===== config.mk =====
export PLATFORM = sky130hd
export DESIGN_NAME = output_stream_adapter
export DESIGN_NICKNAME = d
export VERILOG_FILES = /design/src/rtl/adapter_pkg.sv /design/src/rtl/sync_fifo.sv /design/src/rtl/output_stream_adapter.sv
export SDC_FILE = /design/constraint.sdc
export NUM_CORES = 2
export LEC_CHECK = 0
export BUFFER_PORTS_ARGS = -buffer_cell sky130_fd_sc_hd__buf_4
export CORE_MARGIN = 2
export CORE_UTILIZATION = 39
export DETAILED_ROUTE_END_ITERATION = 6
export PLACE_DENSITY = 0.64
export SLEW_MARGIN = 20
export SYNTH_ARGS = -nofsm -noshare
export SYNTH_HDL_FRONTEND = slang
export SYNTH_HIERARCHICAL = 1
export SYNTH_SLANG_ARGS = --single-unit

===== constraint.sdc =====
create_clock -name clk -period 6.35 [get_ports clk]
set_clock_uncertainty 0.2 [all_clocks]
set_input_delay 0.3175 -clock clk [delete_from_list [all_inputs] [get_ports clk]]
set_output_delay 0.3175 -clock clk [all_outputs]
set_load 0.01 [all_outputs]

===== src/rtl/adapter_pkg.sv =====
// Shared types, transfer-length table and length lookup for the output stream adapter.
package adapter_pkg;

  localparam int MAX_LEN = 932;
  localparam int LEN_W   = $clog2(MAX_LEN + 1);

  typedef enum logic [1:0] {
    MODE_KEYGEN   = 2'd0,
    MODE_VERIFY   = 2'd1,
    MODE_SIGN     = 2'd2,
    MODE_SIGN_ALT = 2'd3
  } mode_e;

  typedef enum logic [1:0] {
    ST_IDLE  = 2'd0,
    ST_FILL  = 2'd1,
    ST_DRAIN = 2'd2
  } state_e;

  localparam logic [LEN_W-1:0] LEN_KEYGEN_L2 = LEN_W'(480);
  localparam logic [LEN_W-1:0] LEN_KEYGEN_L3 = LEN_W'(744);
  localparam logic [LEN_W-1:0] LEN_KEYGEN_L5 = LEN_W'(932);
  localparam logic [LEN_W-1:0] LEN_VERIFY    = LEN_W'(1);
  localparam logic [LEN_W-1:0] LEN_SIGN_L2   = LEN_W'(303);
  localparam logic [LEN_W-1:0] LEN_SIGN_L3   = LEN_W'(412);
  localparam logic [LEN_W-1:0] LEN_SIGN_L5   = LEN_W'(575);

  // Any security level other than 2 or 3 selects the level-5 length.
  function automatic logic [LEN_W-1:0] out_len(input mode_e mode, input logic [2:0] sec_lvl);
    logic [LEN_W-1:0] len;
    case (mode)
      MODE_KEYGEN: begin
        case (sec_lvl)
          3'd2:    len = LEN_KEYGEN_L2;
          3'd3:    len = LEN_KEYGEN_L3;
          default: len = LEN_KEYGEN_L5;
        endcase
      end
      MODE_VERIFY: len = LEN_VERIFY;
      default: begin
        case (sec_lvl)
          3'd2:    len = LEN_SIGN_L2;
          3'd3:    len = LEN_SIGN_L3;
          default: len = LEN_SIGN_L5;
        endcase
      end
    endcase
    return len;
  endfunction

endpackage


===== src/rtl/sync_fifo.sv =====
// Synchronous FIFO with flush; storage is a plain array read through the registered
// read pointer so it maps onto block RAM. DEPTH need not be a power of two.
module sync_fifo #(
  parameter int WIDTH = 64,
  parameter int DEPTH = 32
) (
  input  logic             clk,
  input  logic             rst,
  input  logic             flush,
  input  logic             wr_en,
  input  logic [WIDTH-1:0] wr_data,
  input  logic             rd_en,
  output logic [WIDTH-1:0] rd_data,
  output logic             full,
  output logic             empty
);

  localparam int AW   = (DEPTH > 1) ? $clog2(DEPTH) : 1;
  localparam int CNTW = $clog2(DEPTH + 1);

  logic [WIDTH-1:0] mem [DEPTH];
  logic [AW-1:0]    wr_ptr;
  logic [AW-1:0]    rd_ptr;
  logic [CNTW-1:0]  count;
  logic             do_wr;
  logic             do_rd;

  function automatic logic [AW-1:0] next_ptr(input logic [AW-1:0] ptr);
    return (ptr == AW'(DEPTH - 1)) ? '0 : ptr + 1'b1;
  endfunction

  assign full    = (count == CNTW'(DEPTH));
  assign empty   = (count == '0);
  assign do_wr   = wr_en && !full && !flush;
  assign do_rd   = rd_en && !empty && !flush;
  assign rd_data = mem[rd_ptr];

  always_ff @(posedge clk) begin
    if (do_wr) begin
      mem[wr_ptr] <= wr_data;
    end
  end

  always_ff @(posedge clk) begin
    if (rst || flush) begin
      wr_ptr <= '0;
      rd_ptr <= '0;
      count  <= '0;
    end else begin
      if (do_wr) begin
        wr_ptr <= next_ptr(wr_ptr);
      end
      if (do_rd) begin
        rd_ptr <= next_ptr(rd_ptr);
      end
      // Concurrent read and write keeps the occupancy unchanged.
      case ({do_wr, do_rd})
        2'b10:   count <= count + 1'b1;
        2'b01:   count <= count - 1'b1;
        default: count <= count;
      endcase
    end
  end

endmodule


===== src/rtl/output_stream_adapter.sv =====
// Collects a fixed-length word stream from the core into a FIFO and replays it as an
// AXI-Stream transfer with TLAST on the final word and a done pulse afterwards.
module output_stream_adapter #(
  parameter int W       = 64,
  parameter int DEPTH   = 32,
  parameter int MAX_LEN = adapter_pkg::MAX_LEN
) (
  input  logic         clk,
  input  logic         rst,
  input  logic         start,
  input  logic [1:0]   mode,
  input  logic [2:0]   sec_lvl,
  input  logic         core_valid_i,
  output logic         core_ready_o,
  input  logic [W-1:0] core_data_i,
  output logic         valid_o,
  input  logic         ready_i,
  output logic [W-1:0] data_o,
  output logic         last_o,
  output logic         done_o,
  output logic         err_o
);

  import adapter_pkg::*;

  localparam int CW = $clog2(MAX_LEN + 1);

  state_e        state;
  state_e        state_nx;
  logic [CW-1:0] len;
  logic [CW-1:0] len_m1;
  logic [CW-1:0] in_cnt;
  logic [CW-1:0] out_cnt;
  logic          fifo_full;
  logic          fifo_empty;
  logic          accept;
  logic          handshake;
  logic          final_in;
  logic          final_out;

  assign core_ready_o = (state == ST_FILL) && !fifo_full && !start;
  assign accept       = core_valid_i && core_ready_o;
  assign valid_o      = !fifo_empty;
  assign handshake    = valid_o && ready_i;
  assign len_m1       = len - CW'(1);
  assign final_in     = accept && (in_cnt == len_m1);
  assign final_out    = handshake && (out_cnt == len_m1) && (state == ST_DRAIN);
  assign last_o       = valid_o && (out_cnt == len_m1) && (state != ST_IDLE);

  sync_fifo #(
    .WIDTH (W),
    .DEPTH (DEPTH)
  ) u_fifo (
    .clk     (clk),
    .rst     (rst),
    .flush   (start),
    .wr_en   (accept),
    .wr_data (core_data_i),
    .rd_en   (handshake),
    .rd_data (data_o),
    .full    (fifo_full),
    .empty   (fifo_empty)
  );

  always_ff @(posedge clk) begin
    if (rst) begin
      state <= ST_IDLE;
    end else begin
      state <= state_nx;
    end
  end

  always_comb begin
    state_nx = state;
    if (start) begin
      state_nx = ST_FILL;
    end else begin
      case (state)
        ST_FILL:  if (final_in)  state_nx = ST_DRAIN;
        ST_DRAIN: if (final_out) state_nx = ST_IDLE;
        default:  state_nx = state;
      endcase
    end
  end

  always_ff @(posedge clk) begin
    if (rst) begin
      len     <= '0;
      in_cnt  <= '0;
      out_cnt <= '0;
      err_o   <= 1'b0;
      done_o  <= 1'b0;
    end else if (start) begin
      len     <= CW'(out_len(mode_e'(mode), sec_lvl));
      in_cnt  <= '0;
      out_cnt <= '0;
      err_o   <= 1'b0;
      done_o  <= 1'b0;
    end else begin
      if (accept && (in_cnt != len)) begin
        in_cnt <= in_cnt + 1'b1;
      end
      if (handshake && (out_cnt != len)) begin
        out_cnt <= out_cnt + 1'b1;
      end
      // Any word offered outside FILL is unexpected and latches the error.
      if (core_valid_i && (state != ST_FILL)) begin
        err_o <= 1'b1;
      end
      done_o <= final_out;
    end
  end

endmodule


# [Word level (Yosys, flattened, before mapping)]
# Memories as Yosys holds them, arrays and structs flattened. A register that Yosys moved wholly into a read port is not among the register bits.
# Cells that the tools add are included.
[totals] ramBits=2048 ff_bits=50 out_inout_bits=69 input_bits=74 mem_count=1 elab_cells=80
[mem_list] memory="u_fifo.mem" depth=32 width=64 rd=1 rd_ports_with_merged_regs=1 wr=1 line="sync_fifo.sv:21" source="logic [WIDTH-1:0] mem [DEPTH];"
[classes] add_sub_neg=7 eq_ne=19 mux=14 reduce_logical=29
[ops] op="case mux 10 bit (2 select lines)" n=3
[ops] op="adder 10 x 1 -> 10 bit, second input constant" n=2
[ops] op="equality test 10 bit" n=2
[ops] op="two-way mux 5 bit" n=4
[ops] op="!= test 10 bit" n=2
[ops] op="logical AND 1 bit" n=16
[ops] op="case mux 6 bit (2 select lines)" n=1
[ops] op="adder 5 x 1 -> 5 bit, second input constant" n=2
[ops] op="equality test 5 bit, second input constant" n=2
[ops] op="subtractor 10 x 1 -> 10 bit, second input constant" n=1
[ops] op="adder 6 x 1 -> 6 bit, second input constant" n=1
[ops] op="equality test 2 x 1 -> 1 bit, second input constant" n=3
[ops] op="equality test 3 x 2 -> 1 bit, second input constant" n=2
[ops] op="equality test 6 bit, second input constant" n=1
[ops] op="zero test 6 bit" n=1
[ops] op="!= test 3 bit, second input constant" n=2
[ops] op="AND reduction 3 bit" n=2
[ops] op="nonzero test 2 bit" n=3
[ops] op="subtractor 6 x 1 -> 6 bit, second input constant" n=1
[ops] op="equality test 2 bit, second input constant" n=2
[ops] op="two-way mux 2 bit" n=2
[ops] op="!= test 2 bit, second input constant" n=2
[ops] op="case mux 2 bit (2 select lines)" n=1
[ops] op="zero test 1 bit" n=3
[ops] op="6 further kinds" n=8

# [Longest topological paths before layout]
[logic_depth] word_depth=9 depth_mapped=17 ltp_nobuf=15

# [By module]
# The synthesis kept the hierarchy.
[by_module_without_submodules] module="sync_fifo" seq_area_each_um2=61919.4 area_each_um2=79422.4 n_inst=1 cells_each=3818
[by_module_without_submodules] module="output_stream_adapter" seq_area_each_um2=680.7 area_each_um2=2212.1 n_inst=1 cells_each=275

# [Worst setup path after synthesis]
# OpenSTA, ideal clock, no wires.
[synth_timing] kind="reg-to-reg" from="register u_fifo.count[0]" to="memory u_fifo.mem[10][0] (enable)" t_required_ns=5.663 path_stages_with_launch=10 slack_ns=0.856 synth_period_minus_slack_ns=5.494 setup_time_ns=0.487 t_arrival_ns=4.808 path_cell_list="dfxtp_1 -> nor3_1 -> and3_1 -> nor4b_4 -> nand2_1 -> inv_1 -> inv_1 -> a311oi_1 -> nand2_1 -> nor2_1"
[synth_via] elab_chain_len=9
[synth_rtl] item="start: declaration" line="sync_fifo.sv:24" source="logic [CNTW-1:0] count;"
[synth_rtl] item="start signal: assignment" line="sync_fifo.sv:58" source="2'b10: count <= count + 1'b1;"
[synth_rtl] item="start signal: assignment" line="sync_fifo.sv:59" source="2'b01: count <= count - 1'b1;"
[synth_rtl] item="start signal: assignment" line="sync_fifo.sv:60" source="default: count <= count;"
[synth_rtl] item="equality test 6 bit" line="sync_fifo.sv:32" source="assign full = (count == CNTW'(DEPTH));"
[synth_rtl] item="via fifo_full" line="output_stream_adapter.sv:34" source="logic fifo_full;"
[synth_rtl] item="zero test 1 bit" line="output_stream_adapter.sv:41" source="assign core_ready_o = (state == ST_FILL) && !fifo_full && !start;"
[synth_rtl] item="logical AND 1 bit (2 in series)" line="output_stream_adapter.sv:41"
[synth_rtl] item="via core_ready_o" line="output_stream_adapter.sv:14" source="output logic core_ready_o,"
[synth_rtl] item="logical AND 1 bit" line="output_stream_adapter.sv:42" source="assign accept = core_valid_i && core_ready_o;"
[synth_rtl] item="via accept" line="output_stream_adapter.sv:36" source="logic accept;"
[synth_rtl] item="logical AND 1 bit (2 in series)" line="sync_fifo.sv:34" source="assign do_wr = wr_en && !full && !flush;"
[synth_rtl] item="two-way mux 1 bit" line="sync_fifo.sv:39" source="if (do_wr) begin"
[synth_rtl] item="two-way mux 1 bit (implied by the code)" line="sync_fifo.sv:40" source="mem[wr_ptr] <= wr_data;"
[synth_rtl] item="end: declaration" line="sync_fifo.sv:21"
# The timed path passes the listed nets, and every way through them passes these cells.

==> reports/metrics.cfg <==
[timing]
max_freq_mhz = 205
slew-limit-headroom_pct = 23.9
grt_setup_unrepaired = no
tightestPinTransition_ns = 1.14
setup-tns-final_ns = 0
finalCritPeriodShare_pct = 76.9
final_hold_violations = 0
fin_crit_ns = 4.88
setup_viol_count_final = 0
maxSlewViolCount = 0

[synthesis]
synth.largest_area_cell = edfxtp_1
synth-async-reset-ratio_pct = 0
synthMostInstantiatedCell = edfxtp_1
postSynthNetCount = 4180
yosys-top-cells-area = edfxtp_1 (75%), mux4_2 (8.3%), mux2i_1 (5.5%), dfxtp_1 (1.3%), a22oi_1 (0.93%)
seq_area_frac_synth_pct = 76.7
synth.yosys.warnings = 6
synthTopCellsByCount = edfxtp_1 (2048), mux2i_1 (445), mux4_2 (300)
synth_top_area_share_pct = 75.3
synth_cell_type_count = 81
synthesis.area_per_instance_um2 = 19.9
synth-edff-count = 2048
synth_flop_cell = edfxtp_1
postSynthRegisterBits = 2103
synth_area_um2 = 81600
synth_cells = 4093

[worst_setup_path]
cp_slowest_stage_delay_ns = 0.92
worstReg2RegStart = u_fifo/count[1]
critPathMostFrequentCell = buf_4
crit_path_max_fanout = 48
criticalPathCategory = register to output pin
cp.buffers_inverters = 2
worst_setup_path_start_kind = register
worst_ep_arrival_time_ns = 4.37
worst_setup_path_end_kind = output pin
worst_path_max_delay_cell = a2111oi_2
cell_family_contributing_the_most_delay_on_the_critical_path = compound AO/OA/AOI/OAI gates
required_ns = 5.83
cell_by_cell_trace_of_the_critical_path = buf_4 -> mux2i_1 -> a22oi_1 -> o21ai_0 -> a2111oi_2 -> buf_4

[detailed_routing]
vias_per_inst = 5.57
drt_first_pass_iters = 6
avgRoutedWirePerCell_um = 26.4
detail_route.drc_violations = 0
vias = 41000
total_wirelength_um = 194000
antenna_violating_nets_post_route = 0
dr.first_iter.drc_count = 4130

[global_route]
total_routing_usage_reported_by_global_routing_pct = 18.1
grt_pass1_vias = 40900
grt.overflow.total = 0
number_of_antenna_violations_at_the_first_check_in_global_routing = 9
maximum_number_of_pins_on_one_net_before_global_route_repair = 118
grt_pass1_wl_um = 283000

[clocking]
post-cts-setup-buffer-count = 0
clock_tree_root_driver_cell = clkbuf_16
worst_skew_pair.late_latency_ns = 0.83
cts_tree = built
cts-htree-levels = 4
cts_buffer_depth = 3
clock_sinks = 2103
clock_transition_at_the_register_clock_pins_on_the_worst_setup_and_hold_paths_after_cts_ns = 0.06
cts_buffers = 204

[power_and_ir_drop]
power.internal_mw = 22.3
irDropWorstVdd_mv = 0.289
fin_total_pwr_mw = 27.8
leakagePower_nw = 28.3
power.density_cell_area_nw_per_um2 = 296
switchingPower_mw = 5.50
power_frac_clock_pct = 43.8
sequentialPowerShare_pct = 54.8
switching_share_pct = 19.8
power.share.combinational_pct = 1.4

[cells_and_area]
utilization_pct = 45.3
drive_above_1_share_pct = 20.7
area_growth_pct = 15.0
postLayoutCellArea_um2 = 93900
layout.filler_cells = 17300
final_net_count = 4482
finalNonFillerCells = 7359

[run]
max_cap_violations = 0

[placement]
port_buffers = 142
gp_congestion = 0.796
place_inst = 6899
detailed_place_hpwl_um = 109000
post_placement_cell_area_um2 = 86400

[floorplan]
floorplan.die.height_um = 462
ports_placed_on_the_boundary = 143
placementRows = 167
total_die_area_um2 = 213000
floorplan.initialDensity_pct = 39.3
die_w_um = 462
core_ar_um2 = 207000

[min_path]
worst_hold_startpoint = rst
hold_path.class = input pin to register

[outcome]
run_status = finished, final reports clean

==> timing repair <==
| action | in CTS | in global routing |
|---|---|---|
| endpoints found under the setup margin | 0 | 0 |
| hold buffers | 78 | 0 |
| endpoints found under the hold margin | 2100 | 0 |
| gates resized for setup | 0 | 0 |
==> metrics by stage <==
| stage | setup slack, ns | hold WS [ns] |
|---|---|---|
| after floorplan | 0.856 | 0.216 |
| after global placement | 1.18 | 0.255 |
| after detailed placement | 1.66 | 0.249 |
| after CTS | 1.29 | 0.0801 |
| after global routing | 1.28 | 0.148 |
| final | 1.47 | 0.146 |
==> logic make-up (layout without fill, tap and decap cells) <==
family / Yosys count / after routing / synth area share (%)
adder cells (fa/ha/maj): 13 / 13 / 0.199
AND/OR/NAND/NOR: 522 / 522 / 3.11
other: 0 / 1 / 0
XOR/XNOR: 50 / 50 / 0.536
multiplexers: 753 / 753 / 13.8
buffers and inverters: 249 / 726 / 1.63
flip-flops: 2103 / 2103 / 76.7
AO/OA/AOI/OAI: 403 / 403 / 3.99
==> state kept, by name (all words and copies together) (netlist names), named ones only <==
signal / count
u_fifo/rd_ptr: 5
u_fifo/count: 6
state: 2
err_o: 1
done_o: 1
len: 10
out_cnt: 10
in_cnt: 10
u_fifo/mem: 2048
u_fifo/wr_ptr: 5
==> layer usage <==
layer	routed length [um]	vias to the layer above	track usage (%)
met5	16	-	0
met2	94600	1389	29.4
met3	11400	273	2.48
met1	83900	21900	25.6
li1	-	17500	-
met4	4500	2	4.98
==> power groups by stage <==
stage / sequential, mW / combinational [mW] / clock [mW]
2_1_floorplan: 15.5 / 0.0931 / 0
3_3_place_gp: 15.5 / 0.341 / 0
3_5_place_dp: 15.5 / 0.355 / 0
4_1_cts: 15.2 / 0.399 / 12.4
5_1_grt: 15.2 / 0.434 / 12.9
6_report: 15.2 / 0.389 / 12.2
==> tightest hold or removal path, cell delays in order <==
cell and delay, ns:
dlygate4sd3_1 0.52, buf_4 0.21, a21oi_1 0.05
==> layout by cell type (no fill, tap or decap), types with 8 or more instances in the layout <==
| master | instances |
|---|---|
| a2111oi_1 | 17 |
| a21oi_1 | 57 |
| a221oi_1 | 11 |
| a221oi_2 | 29 |
| a22o_1 | 40 |
| a22oi_1 | 101 |
| and3_1 | 8 |
| buf_12 | 21 |
| buf_4 | 223 |
| bufinv_16 | 24 |
| clkbuf_1 | 46 |
| clkbuf_16 | 207 |
| clkinv_1 | 44 |
| clkinv_2 | 39 |
| dfxtp_1 | 50 |
| dlygate4sd3_1 | 78 |
| edfxtp_1 | 2048 |
| ha_1 | 13 |
| inv_1 | 22 |
| mux2_2 | 8 |
| mux2i_1 | 445 |
| mux4_2 | 300 |
| nand2_1 | 185 |
| nand3_1 | 125 |
| nand4_1 | 8 |
| nor2_1 | 63 |
| nor2_4 | 34 |
| nor3_1 | 15 |
| o2111ai_1 | 38 |
| o211ai_1 | 13 |
| o21ai_0 | 18 |
| o22ai_1 | 19 |
| or3_1 | 16 |
| xnor2_1 | 28 |
| xor2_1 | 22 |
==> final cells by class <==
cell class,instances,area [um^2],area share [%]
Clock buffer,253,5350,5.70
Inverter,23,88.8,0.0946
Timing Repair Buffer,322,2880,3.06
Clock inverter,128,1410,1.50
Tap cell,2788,3490,3.72
Multi-Input combinational cell,1741,18100,19.2
Antenna cell,1,2.50,0.00267
Sequential cell,2103,62600,66.7
==> final timing paths <==
| check | end | cells after the start | slack (ns) |
|---|---|---|---|
| setup / recovery | data_o[8] | 6 | 1.47 |
| hold reg to reg | err_o | 2 | 0.27 |
| hold / removal | len[9] | 3 | 0.15 |
| setup reg to reg | u_fifo/mem[12][36] | 10 | 1.67 |
Power figures use the tool's default switching activity.
